File: config.mk
export PLATFORM = sky130hd
export DESIGN_NAME = mult_datapath
export DESIGN_NICKNAME = d
export VERILOG_FILES = /design/src/rtl/mult_pkg.sv /design/src/rtl/mult_shift_reg.sv /design/src/rtl/mult_datapath.sv
export SDC_FILE = /design/constraint.sdc
export NUM_CORES = 1
export LEC_CHECK = 0
export BUFFER_PORTS_ARGS = -buffer_cell sky130_fd_sc_hd__buf_4
export CAP_MARGIN = 40
export CORE_MARGIN = 5
export CORE_UTILIZATION = 51
export CTS_BUF_LIST = sky130_fd_sc_hd__clkbuf_8 sky130_fd_sc_hd__clkbuf_16
export CTS_CLUSTER_SIZE = 12
export DETAILED_ROUTE_END_ITERATION = 12
export GPL_TIMING_DRIVEN = 0
export PLACE_DENSITY = 0.82
export SYNTH_ARGS = -nofsm -noshare
export SYNTH_HDL_FRONTEND = slang
export SYNTH_SLANG_ARGS = --single-unit
File: constraint.sdc
create_clock -name clk -period 2.08 [get_ports clk]
set_input_delay 0.208 -clock clk [delete_from_list [all_inputs] [get_ports clk]]
set_output_delay 0.208 -clock clk [all_outputs]
set_load 0.01 [all_outputs]
File: src/rtl/mult_pkg.sv
// rtl/mult_pkg.sv - shared width, mode constants and control strobe bundle for the multiplier
package mult_pkg;

    localparam int MULT_N = 8;

    localparam logic MODE_LOAD  = 1'b0;
    localparam logic MODE_SHIFT = 1'b1;
    localparam logic MODE_CLEAR = 1'b0;
    localparam logic MODE_ADD   = 1'b1;

    typedef struct packed {
        logic en_a;
        logic ld_shift_a;
        logic en_b;
        logic ld_shift_b;
        logic en_p;
        logic ld_add_p;
    } mult_ctrl_t;

endpackage

File: src/rtl/mult_shift_reg.sv
// rtl/mult_shift_reg.sv - load-or-shift register with enable and synchronous clear
import mult_pkg::*;

module mult_shift_reg #(
    parameter int W          = 8,
    parameter bit SHIFT_LEFT = 1'b1
) (
    input  logic         clk,
    input  logic         clr,
    input  logic         en,
    input  logic         mode,
    input  logic [W-1:0] d_in,
    output logic [W-1:0] q_out
);

    logic [W-1:0] q_q;
    logic [W-1:0] q_d;

    always_comb begin
        q_d = q_q;
        if (en) begin
            if (mode == MODE_LOAD) begin
                q_d = d_in;
            end else if (SHIFT_LEFT) begin
                q_d = {q_q[W-2:0], 1'b0};
            end else begin
                q_d = {1'b0, q_q[W-1:1]};
            end
        end
    end

    always_ff @(posedge clk) begin
        if (clr) begin
            q_q <= '0;
        end else begin
            q_q <= q_d;
        end
    end

    assign q_out = q_q;

endmodule

File: src/rtl/mult_datapath.sv
// rtl/mult_datapath.sv - shift-add multiplier datapath with result capture and done pulse
import mult_pkg::*;

module mult_datapath #(
    parameter int N = MULT_N
) (
    input  logic           clk,
    input  logic           clr,
    input  logic           en_a,
    input  logic           ld_shift_a,
    input  logic           en_b,
    input  logic           ld_shift_b,
    input  logic           en_p,
    input  logic           ld_add_p,
    input  logic [N-1:0]   a_in,
    input  logic [N-1:0]   b_in,
    output logic           zero,
    output logic           lsb_b,
    output logic [2*N-1:0] product,
    output logic           done,
    output logic           busy
);

    mult_ctrl_t     ctrl;
    logic [2*N-1:0] a_q;
    logic [N-1:0]   b_q;
    logic [2*N-1:0] p_q, p_d;
    logic [2*N-1:0] product_q, product_d;
    logic           busy_q, busy_d;
    logic           done_q, done_d;
    logic           load_cyc;
    logic           capture;

    always_comb begin
        ctrl            = '0;
        ctrl.en_a       = en_a;
        ctrl.ld_shift_a = ld_shift_a;
        ctrl.en_b       = en_b;
        ctrl.ld_shift_b = ld_shift_b;
        ctrl.en_p       = en_p;
        ctrl.ld_add_p   = ld_add_p;
    end

    mult_shift_reg #(.W(2*N), .SHIFT_LEFT(1'b1)) u_reg_a (
        .clk   (clk),
        .clr   (clr),
        .en    (ctrl.en_a),
        .mode  (ctrl.ld_shift_a),
        .d_in  ({{N{1'b0}}, a_in}),
        .q_out (a_q)
    );

    mult_shift_reg #(.W(N), .SHIFT_LEFT(1'b0)) u_reg_b (
        .clk   (clk),
        .clr   (clr),
        .en    (ctrl.en_b),
        .mode  (ctrl.ld_shift_b),
        .d_in  (b_in),
        .q_out (b_q)
    );

    assign zero  = (b_q == '0);
    assign lsb_b = b_q[0];

    // Capture fires once the controller is idle (no enables) with B exhausted.
    always_comb begin
        load_cyc = ctrl.en_a & ctrl.en_b & ctrl.en_p
                 & (ctrl.ld_shift_a == MODE_LOAD)
                 & (ctrl.ld_shift_b == MODE_LOAD)
                 & (ctrl.ld_add_p == MODE_CLEAR);
        capture  = busy_q & zero & ~(ctrl.en_a | ctrl.en_b | ctrl.en_p);

        p_d = p_q;
        if (ctrl.en_p) begin
            p_d = (ctrl.ld_add_p == MODE_ADD) ? (p_q + a_q) : '0;
        end

        busy_d = busy_q;
        if (load_cyc) begin
            busy_d = 1'b1;
        end else if (capture) begin
            busy_d = 1'b0;
        end

        product_d = capture ? p_q : product_q;
        done_d    = capture;
    end

    always_ff @(posedge clk) begin
        if (clr) begin
            p_q       <= '0;
            product_q <= '0;
            busy_q    <= 1'b0;
            done_q    <= 1'b0;
        end else begin
            p_q       <= p_d;
            product_q <= product_d;
            busy_q    <= busy_d;
            done_q    <= done_d;
        end
    end

    assign product = product_q;
    assign done    = done_q;
    assign busy    = busy_q;

endmodule

==> impl_metrics.toml, run 1 <==
[outcome]
run_status = "completed"

[layout]
antenna_cells = 0
fin_util = 0.660
drive_gt1_frac = 0.236
finalNonFillerCells = 449
area.growth.synth_to_final_pct = 25.3
final_area_um2 = 3630
multi_input_area_um2 = 1700
num-nets-final = 412
n_fill_cell = 433
regArea_um2 = 1170

[setup_path]
path_buf_inv = 1
cp_cell_sequence = "ha_4 -> inv_2 -> fa_2 -> nor2b_4 -> o2111ai_4 -> a21oi_4 -> a31oi_1 -> xnor2_1 -> a22o_1"
reg2reg_to = "p_q[10]"
cp_max_fo = 4
ff2ff_path_depth = 9
end_kind = "flip-flop"
required_ns = 2.31
r2r_slack_ns = 0.02
crit_slowest_cell = "fa_2"
path_class = "flip-flop to flip-flop"
startpoint_type = "flip-flop"
r2r-start = "p_q[0]"
crit_arrival_ns = 2.29
crit_family = "compound AO/OA/AOI/OAI gates"
slowest_delay_ns = 0.41

[drt]
dr.pass1.iters = 4
ant_nets = 0
drt_iter0_drc = 259
viasPerCell = 5.71
routedWlPerCell_um = 15.5
post-route-drc-count = 0
drt_wl_total_um = 6960
vias = 2563

[floorplanning]
initial_core_util = 0.526
io_pins = 44
die_area_um2 = 7290
coreArea_um2 = 5510
die_y_um = 85.4
placementRows = 27
dieWidth_um = 85.4

[synthesis]
synthArstFlopShare = 0
avgSynthCellArea_um2 = 9.15
yosys.area.top_type_share = 0.401
synth_cells = 317
yosys_warnings = 0
yosys.area.top_type = "dfxtp_1"
synth_seq_area_share = 0.401
synth_fp_nets = 357
synth-seq-cells = 58
ys.flop_type = "dfxtp_1"
synth_edf_count = 0
synth_cell_types = 45
synth_area_leaders = "dfxtp_1 40%, mux2i_1 10%, ha_1 6.5%, nor2_1 6.1%, a21oi_1 4.8%"
synth_area_um2 = 2900

[power_and_ir_drop]
p_per_area_nw_per_um2 = 696
swShare = 0.233
irDropWorstVdd_mv = 0.488
intPower_w = 0.00194
switchingPower_w = 0.000589
p_seq_frac = 0.460
pwr-share-comb = 0.091
power_leakage_nw = 1.61
clock_power_share = 0.449

[clock_tree]
cts_root_buffer = "clkbuf_8"
cts.clk_slew.worst_paths_ns = 0.06
ctsLongestPathBuffers = 2
cts_tree = "done"
cts.sinks = 58
cts_inserted_buffers = 9
cts.hold.buffers_added = 0
clock_latency_ns = 0.34
h-tree-depth = 3

[timing]
holdWs_ns = 0.144
clock_skew_ns = 0.0105
max_freq_mhz = 486
max_slew.worst_pin.slew_ns = 0.617
slew_headroom = 0.587
min_period_ns = 2.06
setup_viol = 0
rsz0062_at_grt = "yes"
fin_crit_sh = 0.989
fin_ws_ns = 0.0220
timing.final.hold_violations = 0
slew_violations = 0

[placement]
dp_hpwl_um = 4820
port_buffers = 38
dp_cells = 427
dpl_worst_slack_ns = -0.248
place_congestion = 0.907
placed_area_um2 = 3280

[global_route]
overflow = 0
grt_pass1_wl_um = 11200
grt_use_total = 0.194
grt_pass1_vias = 2454
antenna_found_initial = 0
grt_max_degree = 11

[hold_path]
hold_class = "primary input to flip-flop"
worstHoldPathCells = 3
holdPathEnd = "u_reg_a.q_out[0]"
min-delay-start = "a_in[0]"

[job]
drv_cap = 0
==> sequential cells by signal, summed over array words and instances (netlist names) <==
name           flops
p_q               16
u_reg_b.q_out      8
u_reg_a.q_out     16
product           16
done               1
busy               1
==> synth_stat cells, drive strengths merged (2+ instances only) <==
cell,n
a211oi,15
a21o,4
a21oi,29
a22o,8
a22oi,4
a31oi,2
a41oi,2
and2,2
buf,3
clkbuf,17
dfxtp,58
ha,15
inv,4
mux2i,29
nand2,12
nand2b,11
nand3,9
nand3b,2
nand4,2
nor2,50
o21ai,8
o21bai,2
or4,2
xnor2,9
xor2,4
==> how the worst max path moves through the flow <==
stage / startpoint / end / slack, ns / depth (start not counted)
floorplan: u_reg_a.q_out[0] / p_q[14] / 0.03 / 9
detailed placement: u_reg_a.q_out[0] / p_q[14] / -0.25 / 9
global route: p_q[0] / p_q[10] / -0.07 / 9
global placement: u_reg_a.q_out[0] / p_q[14] / -0.24 / 9
finish: p_q[0] / p_q[10] / 0.02 / 9
CTS: u_reg_a.q_out[0] / p_q[10] / 0.006 / 9
==> placed cells by master, fill, tap and decap left out, drive strengths merged, types with 9 or more instances in the layout <==
master and n:
dfxtp 58, a21oi 29, nand2b 11, nand3 9, a211oi 15, ha 15, nor2 50, nand2 12
xnor2 9, mux2i 29, clkbuf 26, buf 48
==> worst reg2reg max path, delay by kind of cell (launching register included) <==
family | cells | cell delay, ns
fa+ha+maj | 2 | 0.55
compound gates | 4 | 0.67
simple gates | 1 | 0.18
buf+inv | 1 | 0.04
xor+xnor | 1 | 0.15
flops | 1 | 0.37
==> routing by layer <==
metal | share of wire | wire [µm] | track usage
met1 | 0.42 | 2960 | 0.241
met2 | 0.47 | 3270 | 0.304
met3 | 0.075 | 523 | 0.0495
met4 | 0.030 | 211 | 0.109
met5 | 0 | 0 | 0
==> power by group through the flow <==
stage	combinational [W]	clock [W]	sequential [W]
finish	0.000231	0.00113	0.00116
detailed placement	0.000213	0	0.00119
global placement	0.000208	0	0.00119
floorplan	0.000146	0	0.00118
CTS	0.000219	0.00115	0.00116
global route	0.000253	0.00121	0.00116
==> cell families after synthesis <==
group / share of synthesized area
AOI/OAI and AO/OA: 0.196
xor gates and xnor gates: 0.0393
adders and majority gates: 0.0716
buffers and inverters: 0.0410
DFF: 0.401
muxes: 0.100
and+or+nand+nor: 0.152
==> through the flow <==
step	power, W	setup TNS, ns
CTS	0.00253	0
floorplan	0.00133	0
finish	0.00253	0
detailed placement	0.00140	-0.796
global placement	0.00139	-0.761
global route	0.00262	-0.169
==> cell type report <==
type | count | share of cell area
plain buffers | 19 | 0.0265
clock buffers | 10 | 0.0379
clock inverters | 6 | 0.0224
inverters | 5 | 0.00517
multi-input cells | 234 | 0.467
flip-flops and latches | 58 | 0.322
well taps | 72 | 0.0248
repair buffers | 45 | 0.0940
==> timing repair <==
action / in CTS / in global routing
gates cloned: 0 / 0
pin swaps: 3 / 12
buffers inserted: 7 / 2
resized for setup: 11 / 12
setup endpoints to repair: 4 / 8
Note: power is estimated with default switching activity, not from simulation.
==> run 2: changes to the inputs <==
--- a/config.mk
+++ b/config.mk
@@ -5,15 +5,15 @@
 export SDC_FILE = /design/constraint.sdc
 export NUM_CORES = 1
 export LEC_CHECK = 0
-export BUFFER_PORTS_ARGS = -buffer_cell sky130_fd_sc_hd__buf_4
+export BUFFER_PORTS_ARGS = -buffer_cell sky130_fd_sc_hd__clkbuf_2
 export CAP_MARGIN = 40
 export CORE_MARGIN = 5
-export CORE_UTILIZATION = 51
+export CORE_UTILIZATION = 61
 export CTS_BUF_LIST = sky130_fd_sc_hd__clkbuf_8 sky130_fd_sc_hd__clkbuf_16
 export CTS_CLUSTER_SIZE = 12
 export DETAILED_ROUTE_END_ITERATION = 12
 export GPL_TIMING_DRIVEN = 0
-export PLACE_DENSITY = 0.82
+export PLACE_DENSITY = 0.91
 export SYNTH_ARGS = -nofsm -noshare
 export SYNTH_HDL_FRONTEND = slang
 export SYNTH_SLANG_ARGS = --single-unit
==> constraint.sdc (replaced) <==
create_clock -name clk -period 2.6 [get_ports clk]
set_input_delay 0.26 -clock clk [delete_from_list [all_inputs] [get_ports clk]]
set_output_delay 0.26 -clock clk [all_outputs]
set_load 0.01 [all_outputs]
==> run 2 against run 1 <==
  * Sequential cell count unchanged
  * Design area is 6.1% lower
  * Cell count down 5.3%
  * Global-route usage increased by 4.0 points
  * Largest power group is now clock
==> impl_metrics.toml, run 2 (synthesis results as in run 1) <==
[timing]
setup_viol = 0
slew_headroom = 0.573
rsz0062_at_grt = "no"
clock_skew_ns = 0.0113
fin_crit_sh = 0.938
min_period_ns = 2.44
timing.final.hold_violations = 0
holdWs_ns = 0.182
slew_violations = 0
tns_ns = 0
max_slew.worst_pin.slew_ns = 0.638
fin_ws_ns = 0.160
max_freq_mhz = 410

[floorplanning]
die_area_um2 = 6230
die_y_um = 78.9
io_pins = 44
dieWidth_um = 78.9
coreArea_um2 = 4660
initial_core_util = 0.622
placementRows = 25

[layout]
n_fill_cell = 330
area.growth.synth_to_final_pct = 17.7
antenna_cells = 0
fin_util = 0.732
final_cell_mix = "58 x dfxtp_1, 47 x nor2_1, 38 x clkbuf_2"
final_common_cell = "dfxtp_1"
drive_gt1_frac = 0.183
num-nets-final = 406

[placement]
port_buffers = 38
place_congestion = 0.909
dpl_worst_slack_ns = 0.124
dp_hpwl_um = 5020

[setup_path]
slowest_delay_ns = 0.40
endpoint = "p_q[14]"
crit_cells = 9
path_class = "flip-flop to flip-flop"
cp_max_fo = 4
required_ns = 2.83
startpoint_type = "flip-flop"
crit_family = "compound AO/OA/AOI/OAI gates"
r2r-start = "u_reg_a.q_out[0]"
cp_cell_sequence = "ha_1 -> inv_1 -> fa_1 -> nor2b_1 -> o2111ai_1 -> a21oi_2 -> a41oi_1 -> xnor2_1 -> a22o_1"
r2r_slack_ns = 0.16
ff2ff_path_depth = 9
startpoint = "u_reg_a.q_out[0]"
end_kind = "flip-flop"
reg2reg_to = "p_q[14]"
path_buf_inv = 1
crit_arrival_ns = 2.67
crit_slowest_cell = "dfxtp_1"

[global_route]
met2_usage = 0.387
grt_max_degree = 11
grtUsageMet3 = 0.0612
grt_use_total = 0.234
antenna_found_initial = 0
grt_pass1_vias = 2387
top_usage_layer = "met2"
use_met1 = 0.286
overflow = 0
grt_pass1_wl_um = 11100

[drt]
dr.pass1.iters = 4
drt_wl_total_um = 6840
ant_nets = 0
post-route-drc-count = 0
drt_iter0_drc = 168
routedWlPerCell_um = 16.1
viasPerCell = 5.79
vias = 2461

[power_and_ir_drop]
irDropWorstVdd_mv = 0.392
p_per_area_nw_per_um2 = 625
power_leakage_nw = 1.56
finalPower_w = 0.00213

[hold_path]
worstHoldPathCells = 3
hold_class = "primary input to flip-flop"

[outcome]
run_status = "completed"

[clock_tree]
clock_latency_ns = 0.34
cts.sinks = 58
cts.clk_slew.worst_paths_ns = 0.07
h-tree-depth = 3
ctsLongestPathBuffers = 2
cts_root_buffer = "clkbuf_8"
cts_inserted_buffers = 9
cts_tree = "done"
cts.hold.buffers_added = 0

[job]
drv_cap = 0
run 2: changes by cell type in the layout (fill, tap and decap cells not counted), moves of 2 or more:
cell      change
buf_4        -44
clkbuf_2     +38
dfxtp_1       +3
dfxtp_4       -2
ha_1          +5
ha_2          -4
run 2: final cells by class:
cell class	instances	area [µm²]	area share
Tap cell	54	67.6	0.0198
Inverter	5	18.8	0.00550
Multi-Input combinational cell	234	1620	0.476
Buffer	20	100	0.0293
Clock buffer	11	151	0.0444
Clock inverter	5	100	0.0293
Sequential cell	58	1160	0.340
Timing Repair Buffer	38	190	0.0557
run 2: through the flow:
step	instance area, µm²	std cells
4_1_cts	3410	425
3_5_place_dp	3160	409
6_report	3410	425
3_3_place_gp	3160	409
2_1_floorplan	2900	317
5_1_grt	3410	425
run 2: worst reg2reg max path, delay by kind of cell (launching register included):
| kind | cells | cell delay (ns) |
|---|---|---|
| AO/OA/AOI/OAI | 4 | 0.87 |
| XOR/XNOR | 1 | 0.17 |
| adder cells (fa/ha/maj) | 2 | 0.61 |
| buffers and inverters | 1 | 0.06 |
| flip-flops | 1 | 0.40 |
| AND/OR/NAND/NOR | 1 | 0.24 |
run 2: repair_timing:
| action | CTS | global route |
|---|---|---|
| endpoints found under the setup margin | 0 | 2 |
| gates resized for setup | 0 | 1 |
| setup buffers | 0 | 0 |
run 2: layer usage:
layer | part of all wire | wire length, µm | vias up
met4 | 0.020 | 137 | 0
met3 | 0.067 | 457 | 11
li1 | - | - | 1238
met2 | 0.47 | 3200 | 65
met1 | 0.45 | 3050 | 1147
met5 | 0 | 0 | -
run 2: worst min-delay path by stage:
stage	from	slack (ns)	endpoint
floorplan	en_p	0.41	p_q[0]
global placement	product[1]	0.47	product[1]
detailed placement	p_q[2]	0.48	p_q[2]
CTS	a_in[0]	0.17	u_reg_a.q_out[0]
global route	a_in[0]	0.18	u_reg_a.q_out[0]
finish	a_in[0]	0.18	u_reg_a.q_out[0]
run 2: report_power, final:
part	switching, W	internal [W]
Combinational	0.0000963	0.0000688
Clock	0.000353	0.000685
Sequential	0.0000204	0.000910
Total	0.000470	0.00166
==> run 3: changes to the inputs <==
--- a/config.mk
+++ b/config.mk
@@ -5,10 +5,11 @@
 export SDC_FILE = /design/constraint.sdc
 export NUM_CORES = 1
 export LEC_CHECK = 0
+export ABC_AREA = 1
 export BUFFER_PORTS_ARGS = -buffer_cell sky130_fd_sc_hd__clkbuf_2
 export CAP_MARGIN = 40
 export CORE_MARGIN = 5
-export CORE_UTILIZATION = 61
+export CORE_UTILIZATION = 62
 export CTS_BUF_LIST = sky130_fd_sc_hd__clkbuf_8 sky130_fd_sc_hd__clkbuf_16
 export CTS_CLUSTER_SIZE = 12
 export DETAILED_ROUTE_END_ITERATION = 12
==> constraint.sdc (replaced) <==
create_clock -name clk -period 3.15 [get_ports clk]
set_input_delay 0.315 -clock clk [delete_from_list [all_inputs] [get_ports clk]]
set_output_delay 0.315 -clock clk [all_outputs]
set_load 0.01 [all_outputs]
==> run 3 against run 2 <==
  * Register-to-register slack improved by 1.1 ns
  * Non-clock buffer count did not move
  * Sequential cell count unchanged
  * Largest cell class unchanged
  * Maximum frequency increased by 29%
  * Cell count increased by 39%
  * Largest power group is now registers
  * Routed wire length up 17%
  * Area after synthesis rose by 7.8%
  * Global-route usage grew 4.1 points
==> impl_metrics.toml, run 3 <==
[synthesis]
synthMuxAreaShare = 0
yosys_warnings = 0
synth_fp_nets = 507
synth_cells = 467
yosys.area.top_type_share = 0.372
synth_xor_area_frac = 0.00280
synth-seq-cells = 58
avgSynthCellArea_um2 = 6.69
synth_edf_count = 0
synthArstFlopShare = 0
synth_area_um2 = 3120
synth_cell_types = 30
synth_area_leaders = "dfxtp_1 37%, nand2_1 15%, inv_1 7.1%, a21oi_1 6.2%, nor2_1 6.1%"
yosys.area.top_type = "dfxtp_1"
synthTopCellsByCount = "121 x nand2_1, 59 x inv_1, 58 x dfxtp_1, 51 x nor2_1, 39 x a21oi_1"
synth_seq_area_share = 0.372
synth-simple-area-share = 0.302
synth_compound_area_frac = 0.149
ys.flop_type = "dfxtp_1"
synth.most_common_cell = "nand2_1"
synth_top_family_by_area = "simple AND/OR/NAND/NOR gates"
yosys.area_share.adder = 0.0665

[power_and_ir_drop]
p_per_area_nw_per_um2 = 475
irDropWorstVdd_mv = 0.329
finalPower_w = 0.00172
power_leakage_nw = 1.87

[floorplanning]
initial_core_util = 0.649
placementRows = 25
io_pins = 44
die_y_um = 81.0
coreArea_um2 = 4820
dieWidth_um = 81.0
die_area_um2 = 6560

[timing]
setup_viol = 0
clock_skew_ns = 0.00712
slew_headroom = 0.549
max_freq_mhz = 530
rsz0062_at_grt = "no"
tns_ns = 0
min_period_ns = 1.89
timing.final.hold_violations = 0
fin_crit_sh = 0.599
max_slew.worst_pin.slew_ns = 0.676
slew_violations = 0

[hold_path]
min-delay-start = "a_in[0]"
hold_class = "primary input to flip-flop"

[global_route]
grt_use_total = 0.275
antenna_found_initial = 0
grt_pass1_vias = 3086
grt_max_degree = 11
overflow = 0
grt_pass1_wl_um = 13700

[clock_tree]
cts.hold.buffers_added = 0
cts_root_buffer = "clkbuf_8"
cts_tree = "done"
postCtsSetupBuffers = 0
ctsLongestPathBuffers = 2
cts.clk_slew.worst_paths_ns = 0.06
cts_inserted_buffers = 9
clock_latency_ns = 0.34
h-tree-depth = 3
cts.sinks = 58
cts_resized = 0

[layout]
fin_util = 0.753
drive_gt1_frac = 0.132
antenna_cells = 0
area.growth.synth_to_final_pct = 16.1
final_common_cell = "nand2_1"
final_cell_mix = "121 x nand2_1, 59 x inv_1, 58 x dfxtp_1"
finalNonFillerCells = 590
final_area_um2 = 3630
num-nets-final = 558

[setup_path]
end_kind = "flip-flop"
required_ns = 3.35
startpoint_type = "flip-flop"
path_class = "flip-flop to flip-flop"
r2r-start = "u_reg_a.q_out[0]"
startpoint = "u_reg_a.q_out[0]"
cp_max_fo = 4
crit_arrival_ns = 2.08

[placement]
port_buffers = 40
placed_area_um2 = 3410
dp_cells = 574
dp_hpwl_um = 5910
place_congestion = 0.910

[drt]
viasPerCell = 5.46
vias = 3220
dr.pass1.iters = 5
drt_iter0_drc = 215
routedWlPerCell_um = 13.6
post-route-drc-count = 0
ant_nets = 0
drt_wl_total_um = 8030

[outcome]
run_status = "completed"

[job]
drv_cap = 0
run 3: cell types whose count changed after synthesis, sizes merged, moves of 15 or more:
cell | before | now
nand2 | 12 | 122
inv | 4 | 60
mux2i | 29 | 0
nand3 | 9 | 36
o21ai | 8 | 30
a211oi | 15 | 0
run 3: path summary, 6_finish.rpt:
path / to / slack, ns / cells past startpoint
setup reg to reg: p_q[14] / 1.26 / 11
hold / removal: u_reg_a.q_out[0] / 0.20 / 3
setup / recovery: p_q[14] / 1.26 / 11
hold reg to reg: product[2] / 0.48 / 2
run 3: area by class of cell:
cell class | count | area [µm²]
repair buffers | 40 | 200
plain buffers | 18 | 96.3
inverters | 63 | 241
multi-input cells | 328 | 1630
fillers | 415 | 1190
clock buffers | 10 | 138
well taps | 67 | 83.8
flip-flops and latches | 58 | 1160
clock inverters | 6 | 80.1
run 3: cells by family (layout without fill, tap and decap cells):
| family | after synthesis | after routing |
|---|---|---|
| fa+ha+maj | 16 | 16 |
| buf+inv | 81 | 137 |
| flops | 58 | 58 |
| compound gates | 85 | 85 |
| xor+xnor | 1 | 1 |
| simple gates | 226 | 226 |
run 3: per-stage QoR:
stage               worst slack (ns)  hold WS [ns]
floorplan                       1.57         0.457
finish                          1.26         0.204
detailed placement              1.31         0.469
global route                    1.09         0.201
CTS                             1.29         0.204
global placement                1.35         0.460
run 3: power by group:
| group | internal [W] | total [W] | switching [W] |
|---|---|---|---|
| logic | 0.0000660 | 0.000180 | 0.000114 |
| registers | 0.000759 | 0.000780 | 0.0000215 |
| clock network | 0.000461 | 0.000762 | 0.000301 |
| total | 0.00129 | 0.00172 | 0.000437 |
run 3: worst max-delay path, stage by stage, from the launching register on:
cell	delay [ns]
dfxtp_1	0.37
ha_1	0.18
inv_1	0.05
fa_1	0.35
inv_1	0.13
nand4_1	0.10
nand2_1	0.18
nand2_1	0.11
nand2_1	0.07
nand2_1	0.05
nand3_1	0.07
a21oi_1	0.07
run 3: routing by layer:
layer,up-vias,track usage,routed length (µm),part of all wire
met3,22,0.0554,444,0.055
met5,-,0,0,0
li1,1613,-,-,-
met2,113,0.461,3910,0.49
met4,0,0.140,195,0.024
met1,1472,0.331,3480,0.43
